`src/rtl/cb_router_if.sv`:
```
// Handshake bundle for the counted-branch router.
// The upstream port, the N downstream ports and the status outputs.
interface cb_router_if #(
  parameter int W     = 8,
  parameter int N     = 2,
  parameter int DEPTH = 2
);
  localparam int SW = (N > 1) ? $clog2(N) : 1;
  localparam int CW = $clog2(DEPTH) + 1;

  logic          CB_Send_in;
  logic [W-1:0]  CB_Data_in;
  logic [SW-1:0] CB_Br_in;
  logic          CB_Bcast_in;
  logic          CB_Ack_out;
  logic [N-1:0]  CB_Send_out;
  logic [W-1:0]  CB_Data_out;
  logic [N-1:0]  CB_Ack_in;
  logic [CW-1:0] CB_Count;
  logic          CB_Err;

  modport slave (
    input  CB_Send_in, CB_Data_in, CB_Br_in,
    input  CB_Bcast_in, CB_Ack_in,
    output CB_Ack_out, CB_Send_out, CB_Data_out,
    output CB_Count, CB_Err
  );

  modport master (
    output CB_Send_in, CB_Data_in, CB_Br_in,
    output CB_Bcast_in, CB_Ack_in,
    input  CB_Ack_out, CB_Send_out, CB_Data_out,
    input  CB_Count, CB_Err
  );
endinterface

```
`src/rtl/cb_router.sv`:
```
// Token router: FIFO of {data, select, bcast}; head goes to one
// channel or, for broadcast, to every channel before it pops.
module cb_router #(
  parameter int W     = 8,
  parameter int N     = 2,
  parameter int DEPTH = 2
) (
  input  logic        CP,
  input  logic        MR,
  cb_router_if.slave  bus
);
  localparam int SW = (N > 1) ? $clog2(N) : 1;
  localparam int CW = $clog2(DEPTH) + 1;
  localparam int PW = $clog2(DEPTH);

  logic [W-1:0]     data_q [DEPTH];
  logic [SW-1:0]    sel_q  [DEPTH];
  logic [DEPTH-1:0] bc_q;

  logic [PW-1:0] rp_q, rp_d;
  logic [PW-1:0] wp_q, wp_d;
  logic [CW-1:0] cnt_q, cnt_d;
  logic [N-1:0]  done_q, done_d;
  logic          err_q, err_d;

  logic          empty, full, ack_up;
  logic          take, keep, pop, head_bc;
  logic [N-1:0]  send, hit;

  always_comb begin
    empty   = (cnt_q == '0);
    full    = (cnt_q == CW'(DEPTH));
    ack_up  = !full && !MR;
    take    = bus.CB_Send_in && ack_up;
    keep    = take && (bus.CB_Bcast_in ||
              (32'(bus.CB_Br_in) < N));
    head_bc = bc_q[rp_q];
    send    = '0;
    if (!empty) begin
      if (head_bc) send = ~done_q;
      else         send = N'(1) << sel_q[rp_q];
    end
    hit = send & bus.CB_Ack_in;
    pop = 1'b0;
    if (!empty) begin
      if (head_bc) pop = &(done_q | bus.CB_Ack_in);
      else         pop = |hit;
    end
    // done only accumulates while a broadcast head is waiting
    done_d = done_q;
    if (pop)                  done_d = '0;
    else if (!empty && head_bc) done_d = done_q | hit;
    rp_d  = pop  ? rp_q + PW'(1) : rp_q;
    wp_d  = keep ? wp_q + PW'(1) : wp_q;
    cnt_d = cnt_q + CW'(keep) - CW'(pop);
    err_d = err_q | (take && !keep);
  end

  always_ff @(posedge CP or posedge MR) begin
    if (MR) begin
      rp_q   <= '0;
      wp_q   <= '0;
      cnt_q  <= '0;
      done_q <= '0;
      err_q  <= 1'b0;
    end else begin
      rp_q   <= rp_d;
      wp_q   <= wp_d;
      cnt_q  <= cnt_d;
      done_q <= done_d;
      err_q  <= err_d;
    end
  end

  always_ff @(posedge CP) begin
    if (keep) begin
      data_q[wp_q] <= bus.CB_Data_in;
      sel_q[wp_q]  <= bus.CB_Br_in;
      bc_q[wp_q]   <= bus.CB_Bcast_in;
    end
  end

  assign bus.CB_Ack_out  = ack_up;
  assign bus.CB_Send_out = send;
  assign bus.CB_Data_out = empty ? '0 : data_q[rp_q];
  assign bus.CB_Count    = cnt_q;
  assign bus.CB_Err      = err_q;
endmodule

```
`src/flat_wrapper.sv`:
```
// flat-port wrapper written by rule: the top's interface ports become plain ports
module cb_router_flat 
#(
  parameter int W     = 8,
  parameter int N     = 2,
  parameter int DEPTH = 2
)
  (CP, MR, bus_CB_Send_in, bus_CB_Data_in, bus_CB_Br_in, bus_CB_Bcast_in, bus_CB_Ack_in, bus_CB_Ack_out, bus_CB_Send_out, bus_CB_Data_out, bus_CB_Count, bus_CB_Err);
  cb_router_if #(.W(W), .N(N), .DEPTH(DEPTH)) bus_i ();
  input  logic CP;
  input  logic MR;
  input wire logic [$bits(bus_i.CB_Send_in)-1:0] bus_CB_Send_in;
  input wire logic [$bits(bus_i.CB_Data_in)-1:0] bus_CB_Data_in;
  input wire logic [$bits(bus_i.CB_Br_in)-1:0] bus_CB_Br_in;
  input wire logic [$bits(bus_i.CB_Bcast_in)-1:0] bus_CB_Bcast_in;
  input wire logic [$bits(bus_i.CB_Ack_in)-1:0] bus_CB_Ack_in;
  output wire logic [$bits(bus_i.CB_Ack_out)-1:0] bus_CB_Ack_out;
  output wire logic [$bits(bus_i.CB_Send_out)-1:0] bus_CB_Send_out;
  output wire logic [$bits(bus_i.CB_Data_out)-1:0] bus_CB_Data_out;
  output wire logic [$bits(bus_i.CB_Count)-1:0] bus_CB_Count;
  output wire logic [$bits(bus_i.CB_Err)-1:0] bus_CB_Err;
  assign bus_i.CB_Send_in = bus_CB_Send_in;
  assign bus_i.CB_Data_in = bus_CB_Data_in;
  assign bus_i.CB_Br_in = bus_CB_Br_in;
  assign bus_i.CB_Bcast_in = bus_CB_Bcast_in;
  assign bus_i.CB_Ack_in = bus_CB_Ack_in;
  assign bus_CB_Ack_out = bus_i.CB_Ack_out;
  assign bus_CB_Send_out = bus_i.CB_Send_out;
  assign bus_CB_Data_out = bus_i.CB_Data_out;
  assign bus_CB_Count = bus_i.CB_Count;
  assign bus_CB_Err = bus_i.CB_Err;
  cb_router #(.W(W), .N(N), .DEPTH(DEPTH)) u_core (.CP(CP), .MR(MR), .bus(bus_i));
endmodule
```
`config.mk`:
```
export PLATFORM = sky130hd
export DESIGN_NAME = cb_router_flat
export DESIGN_NICKNAME = d
export VERILOG_FILES = /design/src/rtl/cb_router_if.sv /design/src/rtl/cb_router.sv /design/src/flat_wrapper.sv
export SDC_FILE = /design/constraint.sdc
export NUM_CORES = 1
export LEC_CHECK = 0
export CAP_MARGIN = 5
export CORE_MARGIN = 4
export CORE_UTILIZATION = 40
export DETAILED_ROUTE_END_ITERATION = 7
export PLACE_DENSITY_LB_ADDON = 0.3
export SETUP_SLACK_MARGIN = 0.4
export SLEW_MARGIN = 15
export SYNTH_ARGS = -nofsm -noshare
export SYNTH_HDL_FRONTEND = slang
export SYNTH_SLANG_ARGS = --single-unit
```
`constraint.sdc`:
```
create_clock -name CP -period 2.5 [get_ports CP]
set_input_delay 0.5 -clock CP [delete_from_list [all_inputs] [get_ports CP]]
set_output_delay 0.5 -clock CP [all_outputs]
set_load 0.05 [all_outputs]
```
==> insert_results.sql, run 1 <==
INSERT INTO impl_metrics (metric_group, metric, value, unit) VALUES
('run_status', 'outcome', 'complete, no violations', ''),
('critical_path', 'worst-r2r-cell-count', '9', ''),
('critical_path', 'ff2ff_setup_slack', '420', 'ps'),
('layout', 'layout_common_cells', '20 x sky130_fd_sc_hd__edfxtp_1, 15 x sky130_fd_sc_hd__clkdlybuf4s50_1, 12 x sky130_fd_sc_hd__buf_4', ''),
('grt', 'use_met1', '14.3', '%'),
('critical_path', 'worst-setup-path-type', 'reg2out', ''),
('timing', 'grt_setup_unrepaired', 'yes', ''),
('yosys', 'synth.distinct_cells', '21', ''),
('yosys', 'synthFlopType', 'sky130_fd_sc_hd__edfxtp_1', ''),
('layout', 'layout.cells.most_common', 'sky130_fd_sc_hd__edfxtp_1', ''),
('power_and_ir_drop', 'peak_supply_drop', '0.00104', 'V'),
('grt', 'globalRouteOverflowTotal', '0', ''),
('yosys', 'synthCells', '78', ''),
('hold_path', 'hold_class', 'in2async', ''),
('floorplanning', 'die_width', '60.7', 'um'),
('yosys', 'synth_area', '1110', 'um^2'),
('routing', 'route.antenna.remaining_nets', '0', ''),
('routing', 'drt_pass1_iterations', '4', ''),
('floorplanning', 'total_die_area', '3680', 'um^2'),
('clocking', 'clock_tree.buffer_depth', '2', ''),
('grt', 'grt_antenna_before_repair', '0', ''),
('grt', 'grt_use_total', '12.1', '%'),
('yosys', 'yosysWarnings', '0', ''),
('clocking', 'numCtsBuffers', '3', ''),
('timing', 'clock_skew', '6.18', 'ps'),
('clocking', 'cts_hold_buffers', '0', ''),
('routing', 'viasPerCell', '4.92', ''),
('placement', 'detailed_placement_hpwl', '1500', 'um'),
('placement', 'io_buffer_count', '27', ''),
('clocking', 'cts_num_sinks', '26', ''),
('layout', 'antenna_cells_inserted', '0', ''),
('timing', 'finalHoldViolCount', '0', ''),
('grt', 'grt_busiest_layer', 'met2', ''),
('power_and_ir_drop', 'p_leak', '0.631', 'nW'),
('floorplanning', 'die_height', '60.7', 'um'),
('job', 'timing.max_cap.violations', '0', ''),
('critical_path', 'rr_startpoint', 'u_core.rp_q', ''),
('yosys', 'synth-edff-count', '20', ''),
('floorplanning', 'initial_utilization', '43.2', '%'),
('critical_path', 'critical_path_required', '2000', 'ps'),
('clocking', 'clock_tree_from_tritoncts', 'built', ''),
('timing', 'clock.fmax', '473', 'MHz'),
('routing', 'route.detailed.wl_per_inst', '14.5', 'um'),
('yosys', 'synth-async-reset-ratio', '23.1', '%'),
('timing', 'slew_violations', '0', ''),
('critical_path', 'crit_fanout', '4', ''),
('routing', 'dr_total_vias', '709', ''),
('grt', 'use_met2', '21.1', '%'),
('clocking', 'number_of_h_tree_branching_levels', '1', ''),
('critical_path', 'setup.worst_path.end_class', 'output pin', ''),
('timing', 'final_setup_fails', '0', ''),
('timing', 'finalSetupTns', '0', 'ps'),
('yosys', 'count_of_state_elements_after_synthesis', '26', ''),
('power_and_ir_drop', 'powerDensity', '1360', 'nW/um^2'),
('critical_path', 'setup.worst_path.start_class', 'flip-flop', ''),
('layout', 'area_delta_synth_final', '42.2', '%'),
('critical_path', 'critPathSlowestCell', 'sky130_fd_sc_hd__dfrtp_2', ''),
('floorplanning', 'core_region_area', '2570', 'um^2'),
('grt', 'met3_usage', '2.98', '%'),
('grt', 'global_route_wire_length_before_repair', '3230', 'um'),
('timing', 'post-route-min-period', '2110', 'ps'),
('critical_path', 'crit-reg2reg-capture', 'u_core.bus.CB_Count[1]', ''),
('yosys', 'synth.yosys.seq_area_share', '67.6', '%'),
('floorplanning', 'floorplan.rows', '18', ''),
('layout', 'layout-drive-gt1-share', '37.7', '%'),
('critical_path', 'worstPathCellList', 'buf_6 -> mux2i_4 -> or2_4 -> a21oi_4 -> buf_12', ''),
('grt', 'grt_pass1_vias', '723', ''),
('critical_path', 'cp_slowest_stage_delay', '440', 'ps'),
('layout', 'finalCoreUtilization', '61.5', '%'),
('routing', 'initialDrtViolationCount', '14', ''),
('clocking', 'clkTransAtPathRegs', '130', 'ps');
through the flow:
step / worst slack [ps] / std cells / area [um^2] / hold WS (ps) / power (mW)
3_5_place_dp: 229 / 136 / 1460 / 501 / 1.86
6_report: 387 / 144 / 1580 / 439 / 2.15
3_3_place_gp: 298 / 136 / 1460 / 493 / 1.84
5_1_grt: 300 / 144 / 1580 / 441 / 2.26
2_1_floorplan: 284 / 78 / 1140 / 291 / 1.46
4_1_cts: 346 / 144 / 1550 / 435 / 2.12
worst max-delay path: cells and delay by family (launching register included):
kind                   cells  cell delay (ps)
DFF                        1              440
buffers and inverters      2              270
and+or+nand+nor            1              250
muxes                      1              200
AOI/OAI and AO/OA          1              140
logic make-up after synthesis:
group / count (synthesis) / share of synthesized area [%]
AO/OA/AOI/OAI: 8 / 4.85
AND/OR/NAND/NOR: 19 / 7.33
buffers and inverters: 7 / 3.38
multiplexers: 11 / 11.0
adder cells (fa/ha/maj): 2 / 2.25
other: 1 / 0.338
XOR/XNOR: 4 / 3.16
flip-flops: 26 / 67.6
timing repair:
item,4_1_cts,5_1_grt
buffers inserted,4,0
pin swaps,2,1
resized for setup,8,6
setup endpoints to repair,12,7
power by group:
part           internal (mW)  switching, mW  total (mW)  leakage, nW
Combinational          0.548          0.793        1.34        0.362
Clock                 0.0583          0.116       0.174       0.0154
Sequential             0.565         0.0664       0.632        0.254
Total                   1.17          0.976        2.15        0.631
cell type report:
class	count	area [um^2]
timing repair buffer	34	352
fill	214	990
clock buffer	3	22.5
tap	30	37.5
inverter	5	18.8
multi-input combinational	45	392
clock inverter	1	3.75
sequential	26	752
flip-flops by register name (all words and copies together), names as in the netlist:
register and count:
u_core.data_q 16, u_core.bus.CB_Count 2, u_core.bc_q 2, u_core.wp_q 1, u_core.done_q 2, u_core.sel_q 2, u_core.rp_q 1
worst max path at each step:
stage / from / end / slack [ps] / cells past startpoint
global placement: bus_CB_Ack_in[0] / u_core.bus.CB_Count[1] / 300 / 9
detailed placement: bus_CB_Ack_in[0] / u_core.bus.CB_Count[1] / 230 / 9
CTS: u_core.bus.CB_Count[1] / bus_CB_Data_out[2] / 350 / 4
global route: u_core.rp_q / bus_CB_Send_out[0] / 300 / 5
finish: u_core.rp_q / bus_CB_Send_out[0] / 390 / 5
floorplan: u_core.bus.CB_Count[0] / u_core.bc_q[0] / 280 / 4
synth_stat cells, types with 2 or more instances:
master                     instances  area share (%)
sky130_fd_sc_hd__a21oi_1           3             1.4
sky130_fd_sc_hd__a31oi_1           2             1.1
sky130_fd_sc_hd__dfrtp_1           6              14
sky130_fd_sc_hd__edfxtp_1         20              54
sky130_fd_sc_hd__ha_1              2             2.3
sky130_fd_sc_hd__inv_1             5             1.7
sky130_fd_sc_hd__mux2i_1          10             9.0
sky130_fd_sc_hd__nand2_1           3             1.0
sky130_fd_sc_hd__nor2_1           12             4.1
sky130_fd_sc_hd__or2_2             2             1.1
sky130_fd_sc_hd__xnor2_1           3             2.4
per-layer routing:
layer	vias to the layer above	routed length, um
met5	-	0
met3	2	98
met1	345	879
met4	0	13
met2	17	1090
li1	345	-
No activity file was read; power rests on OpenSTA's default activity.
==> inputs of run 2 (changes only) <==
==> constraint.sdc (replaced) <==
create_clock -name CP -period 1.9 [get_ports CP]
set_input_delay 0.38 -clock CP [delete_from_list [all_inputs] [get_ports CP]]
set_output_delay 0.38 -clock CP [all_outputs]
set_load 0.05 [all_outputs]
==> run 2 against run 1 <==
  * The flow now finishes with violations (setup timing)
  * Power increased by 67%
  * Die area unchanged
  * Global-route usage rose by 1.6 points
  * Design area grew 18%
  * Register-to-register slack worse by 490 ps
  * Sequential power is 36% higher
  * Final cell count grew 3.5%
==> insert_results.sql, run 2 (synthesis results as in run 1) <==
INSERT INTO impl_metrics (metric_group, metric, value, unit) VALUES
('run_status', 'outcome', 'finished with violations', ''),
('run_status', 'violations_in_the_final_reports', 'setup timing', ''),
('routing', 'dr_total_vias', '743', ''),
('critical_path', 'crit_fanout', '4', ''),
('critical_path', 'critical_path_required', '1520', 'ps'),
('power_and_ir_drop', 'comb_power_share', '65.4', '%'),
('clocking', 'clock_tree_from_tritoncts', 'built', ''),
('clocking', 'number_of_h_tree_branching_levels', '1', ''),
('floorplanning', 'die_height', '60.7', 'um'),
('layout', 'finalNetCount', '137', ''),
('critical_path', 'worst-r2r-cell-count', '9', ''),
('layout', 'area_delta_synth_final', '68.1', '%'),
('floorplanning', 'die_width', '60.7', 'um'),
('timing', 'final_setup_fails', '3', ''),
('timing', 'slew_violations', '0', ''),
('power_and_ir_drop', 'switchingPower', '1.50', 'mW'),
('clocking', 'clock_tree.buffer_depth', '2', ''),
('clocking', 'numCtsBuffers', '3', ''),
('critical_path', 'ff2ff_setup_slack', '-70', 'ps'),
('routing', 'initialDrtViolationCount', '13', ''),
('grt', 'grt_pass1_vias', '824', ''),
('routing', 'route.detailed.wl_per_inst', '15.8', 'um'),
('layout', 'flip_flop_count_of_the_largest_register_after_layout', '16', ''),
('power_and_ir_drop', 'power_report.internal_total', '2.08', 'mW'),
('critical_path', 'worstPathCellList', 'buf_8 -> mux2i_4 -> or2_4 -> a21oi_4 -> buf_12', ''),
('clocking', 'cts.root.buffer_cell', 'sky130_fd_sc_hd__clkbuf_4', ''),
('layout', 'final_cells', '149', ''),
('timing', 'clock.fmax', '496', 'MHz'),
('critical_path', 'crit-reg2reg-capture', 'u_core.bus.CB_Count[1]', ''),
('critical_path', 'worst-path-buf-inv', '2', ''),
('critical_path', 'setup.worst_path.end_class', 'output pin', ''),
('power_and_ir_drop', 'power', '3.58', 'mW'),
('timing', 'grt_setup_unrepaired', 'yes', ''),
('timing', 'post-route-min-period', '2020', 'ps'),
('job', 'timing.max_cap.violations', '0', ''),
('timing', 'finalCritPeriodShare', '106', '%'),
('clocking', 'clock_insertion_delay_worst_skew', '320', 'ps'),
('floorplanning', 'core_region_area', '2570', 'um^2'),
('floorplanning', 'total_die_area', '3680', 'um^2'),
('clocking', 'clkTransAtPathRegs', '150', 'ps'),
('routing', 'drt_pass1_iterations', '4', ''),
('layout', 'filler_cell_count', '181', ''),
('power_and_ir_drop', 'p_leak', '0.718', 'nW'),
('placement', 'placement.setup.worst_slack', '-218', 'ps'),
('layout', 'antenna_cells_inserted', '0', ''),
('floorplanning', 'initial_utilization', '43.2', '%'),
('critical_path', 'cp_slowest_stage_delay', '440', 'ps'),
('placement', 'io_buffer_count', '27', ''),
('hold_path', 'hold_class', 'in2async', ''),
('placement', 'routabilityCongestion', '0.689', ''),
('grt', 'global_route_wire_length_before_repair', '3670', 'um'),
('critical_path', 'family_with_the_most_delay_on_the_worst_path', 'flip-flops', ''),
('timing', 'clock_skew', '4.68', 'ps'),
('layout', 'post_layout_inst_area', '1870', 'um^2'),
('power_and_ir_drop', 'peak_supply_drop', '0.00146', 'V'),
('routing', 'route.antenna.remaining_nets', '0', ''),
('layout', 'layout_common_cells', '20 x sky130_fd_sc_hd__edfxtp_1, 13 x sky130_fd_sc_hd__clkdlybuf4s50_1, 13 x sky130_fd_sc_hd__buf_12', ''),
('timing', 'finalHoldViolCount', '0', ''),
('layout', 'layout.cells.most_common', 'sky130_fd_sc_hd__edfxtp_1', ''),
('routing', 'postRouteWirelength', '2350', 'um'),
('critical_path', 'arrival', '1640', 'ps'),
('grt', 'grt_use_total', '13.7', '%'),
('critical_path', 'worst-setup-path-type', 'reg2out', ''),
('routing', 'remaining_drc_errors', '0', ''),
('clocking', 'cts_hold_buffers', '0', ''),
('power_and_ir_drop', 'netSwitchingFraction', '41.8', '%'),
('floorplanning', 'floorplan.rows', '18', ''),
('clocking', 'cts_num_sinks', '26', ''),
('layout', 'top_register_by_number_of_flip_flops', 'u_core.data_q', ''),
('layout', 'layout-drive-gt1-share', '53.8', '%'),
('placement', 'detailed_placement_hpwl', '1560', 'um'),
('placement', 'total_instance_count_after_detailed_placement', '138', ''),
('grt', 'grt_start_max_net_pins', '16', ''),
('power_and_ir_drop', 'power_frac_seq', '24.0', '%'),
('critical_path', 'setup.worst_path.start_class', 'flip-flop', ''),
('timing', 'worst_setup_margin', '-115', 'ps'),
('routing', 'viasPerCell', '4.99', ''),
('power_and_ir_drop', 'powerDensity', '1920', 'nW/um^2'),
('grt', 'grt_antenna_before_repair', '0', ''),
('placement', 'post_place_cell_area', '1620', 'um^2'),
('floorplanning', 'top_level_pins', '29', ''),
('critical_path', 'rr_startpoint', 'u_core.rp_q', ''),
('critical_path', 'critPathSlowestCell', 'sky130_fd_sc_hd__dfrtp_1', ''),
('grt', 'globalRouteOverflowTotal', '0', ''),
('timing', 'timing.hold.ws', '140', 'ps'),
('power_and_ir_drop', 'clkPwrFrac', '10.6', '%');
==> run 2: routing by layer <==
metal / track usage [%] / routed length, um / vias to the layer above
li1: - / - / 354
met1: 15.2 / 848 / 365
met2: 25.3 / 1360 / 20
met3: 2.98 / 112 / 4
met4: 4.95 / 32 / 0
met5: 0 / 0 / -
==> run 2: worst max-delay path by stage <==
stage                          start                     end  cells after the start
global route             u_core.rp_q  u_core.bus.CB_Count[1]                      9
CTS                      u_core.rp_q      bus_CB_Send_out[0]                      5
finish                   u_core.rp_q      bus_CB_Send_out[0]                      5
detailed placement  bus_CB_Ack_in[0]  u_core.bus.CB_Count[1]                      9
floorplan                u_core.rp_q  u_core.bus.CB_Count[1]                      9
global placement    bus_CB_Ack_in[0]  u_core.bus.CB_Count[1]                      9
==> run 2: through the flow <==
| step | TNS [ps] | utilization [%] |
|---|---|---|
| 3_3_place_gp | -160 | 63.0 |
| 6_report | -258 | 72.7 |
| 2_1_floorplan | 0 | - |
| 4_1_cts | -289 | 68.4 |
| 3_5_place_dp | -247 | 63.0 |
| 5_1_grt | -506 | 72.7 |
==> run 2: layout make-up <==
cell class	instances	area [um^2]	area share (%)
Timing Repair Buffer	39	508	27.2
Inverter	5	18.8	1.01
Clock buffer	3	22.5	1.21
Clock inverter	1	30.0	1.61
Tap cell	30	37.5	2.01
Sequential cell	26	753	40.4
Multi-Input combinational cell	45	495	26.6
==> run 2: worst reg2reg max path, stage by stage (launching register included) <==
cell and delay, ps:
sky130_fd_sc_hd__dfrtp_1 420, sky130_fd_sc_hd__buf_6 120, sky130_fd_sc_hd__mux2i_4 260, sky130_fd_sc_hd__mux2i_1 240
sky130_fd_sc_hd__a21oi_2 80, sky130_fd_sc_hd__ha_1 290, sky130_fd_sc_hd__inv_2 50, sky130_fd_sc_hd__ha_4 160
sky130_fd_sc_hd__xnor2_2 160, sky130_fd_sc_hd__xnor2_1 130
==> run 2: power groups by stage <==
stage | sequential [mW] | clock (mW) | combinational (mW)
final | 0.860 | 0.380 | 2.34
after global routing | 0.873 | 0.408 | 2.45
after CTS | 0.848 | 0.381 | 2.15
after detailed placement | 0.856 | 0 | 1.98
after global placement | 0.847 | 0 | 1.94
after floorplan | 0.918 | 0 | 1.09
==> run 2: repair_timing <==
item / CTS / global route
gates resized for setup: 11 / 18
pin swaps: 2 / 9
buffers inserted: 6 / 1
setup endpoints to repair: 16 / 26
==> inputs of run 3 (changes only) <==
--- a/config.mk
+++ b/config.mk
@@ -5,11 +5,13 @@
 export SDC_FILE = /design/constraint.sdc
 export NUM_CORES = 1
 export LEC_CHECK = 0
+export ABC_CLOCK_PERIOD_IN_PS = 1900
 export CAP_MARGIN = 5
 export CORE_MARGIN = 4
 export CORE_UTILIZATION = 40
 export DETAILED_ROUTE_END_ITERATION = 7
 export PLACE_DENSITY_LB_ADDON = 0.3
+export REMOVE_ABC_BUFFERS = 1
 export SETUP_SLACK_MARGIN = 0.4
 export SLEW_MARGIN = 15
 export SYNTH_ARGS = -nofsm -noshare
==> run 3 against run 2 <==
  * The flow still finishes with violations (setup timing)
  * Critical path depth is 5 higher
  * Clock power fell by 4%
  * Flip-flop and latch count is the same
  * Highest routed layer unchanged
  * Global-route usage shrank 0.62 points
  * Non-clock buffer count fell by 2
  * Clock-buffer cell count stayed put
  * Largest power group unchanged
  * Fmax grew 0.49%
  * Final cell count decreased by 1.3%
  * Wire length down 0.47%
  * Core utilization decreased by 2.3 points
  * Critical endpoint is now u_core.bus.CB_Count[1]
  * Design area is 3.2% lower
  * Worst setup slack improved by 9.8 ps
==> insert_results.sql, run 3 (synthesis results as in run 1) <==
INSERT INTO impl_metrics (metric_group, metric, value, unit) VALUES
('floorplanning', 'floorplan.rows', '18', ''),
('placement', 'detailed_placement_hpwl', '1480', 'um'),
('power_and_ir_drop', 'comb_power_share', '65.7', '%'),
('timing', 'post-route-min-period', '2010', 'ps'),
('critical_path', 'worstPathCellList', 'buf_8 -> mux2i_4 -> buf_6 -> o21ai_4 -> a21oi_2 -> ha_1 -> inv_2 -> ha_4 -> xnor2_2 -> xnor2_1', ''),
('grt', 'grt_antenna_before_repair', '0', ''),
('placement', 'post_place_cell_area', '1560', 'um^2'),
('clocking', 'clock_tree.buffer_depth', '2', ''),
('layout', 'final_cells', '147', ''),
('routing', 'postRouteWirelength', '2340', 'um'),
('power_and_ir_drop', 'netSwitchingFraction', '42.0', '%'),
('power_and_ir_drop', 'power_report.internal_total', '2.03', 'mW'),
('routing', 'remaining_drc_errors', '0', ''),
('critical_path', 'crit-reg2reg-capture', 'u_core.bus.CB_Count[1]', ''),
('layout', 'flip_flop_count_of_the_largest_register_after_layout', '16', ''),
('grt', 'use_met1', '14.3', '%'),
('clocking', 'clock_insertion_delay_worst_skew', '310', 'ps'),
('timing', 'finalCritPeriodShare', '106', '%'),
('layout', 'top_register_by_number_of_flip_flops', 'u_core.data_q', ''),
('timing', 'clock.fmax', '499', 'MHz'),
('critical_path', 'crit_fanout', '4', ''),
('layout', 'post_layout_inst_area', '1810', 'um^2'),
('timing', 'clock_skew', '2.54', 'ps'),
('grt', 'met3_usage', '2.98', '%'),
('power_and_ir_drop', 'p_leak', '0.707', 'nW'),
('timing', 'grt_setup_unrepaired', 'yes', ''),
('grt', 'grt_use_total', '13.1', '%'),
('hold_path', 'hold_class', 'in2async', ''),
('placement', 'io_buffer_count', '27', ''),
('critical_path', 'arrival', '2240', 'ps'),
('critical_path', 'timing.critical_path.from', 'u_core.rp_q', ''),
('routing', 'route.detailed.wl_per_inst', '15.9', 'um'),
('clocking', 'cts_num_sinks', '26', ''),
('layout', 'multiInputGateArea', '448', 'um^2'),
('clocking', 'clock_tree_from_tritoncts', 'built', ''),
('job', 'timing.max_cap.violations', '0', ''),
('routing', 'viasPerCell', '4.97', ''),
('power_and_ir_drop', 'peak_supply_drop', '0.00133', 'V'),
('critical_path', 'worst-r2r-cell-count', '10', ''),
('routing', 'initialDrtViolationCount', '26', ''),
('critical_path', 'worst-setup-path-type', 'reg2reg', ''),
('routing', 'dr_total_vias', '731', ''),
('grt', 'grt_busiest_layer', 'met2', ''),
('layout', 'sequential_cell_area', '752', 'um^2'),
('critical_path', 'family_with_the_most_delay_on_the_worst_path', 'flip-flops', ''),
('critical_path', 'setup.worst_path.end_class', 'flip-flop', ''),
('grt', 'grt_start_max_net_pins', '16', ''),
('layout', 'layout_common_cells', '20 x sky130_fd_sc_hd__edfxtp_1, 14 x sky130_fd_sc_hd__clkdlybuf4s50_1, 13 x sky130_fd_sc_hd__buf_12', ''),
('clocking', 'cts.root.buffer_cell', 'sky130_fd_sc_hd__clkbuf_4', ''),
('layout', 'antenna_cells_inserted', '0', ''),
('grt', 'grt_pass1_vias', '800', ''),
('critical_path', 'rr_startpoint', 'u_core.rp_q', ''),
('floorplanning', 'total_die_area', '3680', 'um^2'),
('timing', 'timing.hold.ws', '360', 'ps'),
('timing', 'worst_setup_margin', '-105', 'ps'),
('critical_path', 'critPathSlowestCell', 'sky130_fd_sc_hd__dfrtp_1', ''),
('critical_path', 'cp_slowest_stage_delay', '430', 'ps'),
('placement', 'total_instance_count_after_detailed_placement', '139', ''),
('power_and_ir_drop', 'switchingPower', '1.47', 'mW'),
('power_and_ir_drop', 'power_frac_seq', '23.9', '%'),
('routing', 'route.antenna.remaining_nets', '0', ''),
('routing', 'drt_pass1_iterations', '3', ''),
('critical_path', 'ff2ff_setup_slack', '-110', 'ps'),
('timing', 'slew_violations', '0', ''),
('floorplanning', 'initial_utilization', '43.2', '%'),
('power_and_ir_drop', 'powerDensity', '1930', 'nW/um^2'),
('layout', 'area_delta_synth_final', '62.8', '%'),
('timing', 'finalHoldViolCount', '0', ''),
('clocking', 'clkTransAtPathRegs', '130', 'ps'),
('power_and_ir_drop', 'power', '3.49', 'mW'),
('floorplanning', 'die_width', '60.7', 'um'),
('floorplanning', 'top_level_pins', '29', ''),
('critical_path', 'critical_path_required', '2140', 'ps'),
('layout', 'filler_cell_count', '182', ''),
('layout', 'layout.cells.most_common', 'sky130_fd_sc_hd__edfxtp_1', ''),
('critical_path', 'worst-path-buf-inv', '3', ''),
('critical_path', 'critical_path_depth', '10', ''),
('clocking', 'number_of_h_tree_branching_levels', '1', ''),
('layout', 'finalNetCount', '135', ''),
('critical_path', 'setup.worst_path.start_class', 'flip-flop', ''),
('placement', 'routabilityCongestion', '0.804', ''),
('run_status', 'violations_in_the_final_reports', 'setup timing', ''),
('clocking', 'numCtsBuffers', '3', ''),
('grt', 'use_met2', '24.4', '%'),
('floorplanning', 'die_height', '60.7', 'um'),
('timing', 'final_setup_fails', '11', ''),
('grt', 'global_route_wire_length_before_repair', '3460', 'um'),
('power_and_ir_drop', 'clkPwrFrac', '10.4', '%'),
('run_status', 'outcome', 'finished with violations', ''),
('floorplanning', 'core_region_area', '2570', 'um^2'),
('layout', 'layout-drive-gt1-share', '47.0', '%'),
('grt', 'globalRouteOverflowTotal', '0', '');
[run 3: cell count changes in the layout (fill, tap and decap cells not counted), sizes merged]
cell	delta
dlygate4sd2	-1
clkdlybuf4s50	+1
buf	-2
[run 3: per-stage QoR]
step	setup slack, ps	util (%)	TNS [ps]
2_1_floorplan	-836	-	-16480
3_3_place_gp	-150	60.8	-150
3_5_place_dp	-283	60.8	-342
4_1_cts	-97.2	66.8	-516
5_1_grt	-193	70.4	-1750
6_report	-105	70.4	-815
[run 3: worst max-delay path by stage]
stage	end	slack [ps]
6_report	u_core.bus.CB_Count[1]	-110
2_1_floorplan	u_core.bc_q[0]	-840
4_1_cts	bus_CB_Send_out[0]	-100
3_3_place_gp	u_core.bus.CB_Count[1]	-150
3_5_place_dp	u_core.bus.CB_Count[1]	-280
5_1_grt	bus_CB_Send_out[0]	-190
[run 3: final cells by class]
cell class | instances | share of cell area [%]
repair buffers | 37 | 27.6
flip-flops and latches | 26 | 41.6
clock inverters | 1 | 1.66
multi-input cells | 45 | 24.8
inverters | 5 | 1.04
clock buffers | 3 | 1.25
well taps | 30 | 2.08
[run 3: layer usage]
metal  vias up  wire length, um  part of all wire, %
met2        20             1310                   56
met1       353              909                   39
met5         -                0                    0
li1        354                -                    -
met4         0               37                  1.6
met3         4               81                  3.5
[run 3: power by group through the flow]
stage,logic [mW],registers [mW],clock network [mW]
after floorplan,0.901,0.931,0
after global placement,1.85,0.806,0
after detailed placement,1.87,0.816,0
after CTS,2.07,0.821,0.375
after global routing,2.40,0.844,0.404
final,2.29,0.835,0.364
[run 3: repair_timing]
action | in CTS | in global routing
hold buffers | 0 | 0
resized for setup | 21 | 20
setup buffers | 3 | 1
cloned | 0 | 0
hold endpoints to repair | 0 | 0
endpoints found under the setup margin | 14 | 16
pin swaps | 5 | 9
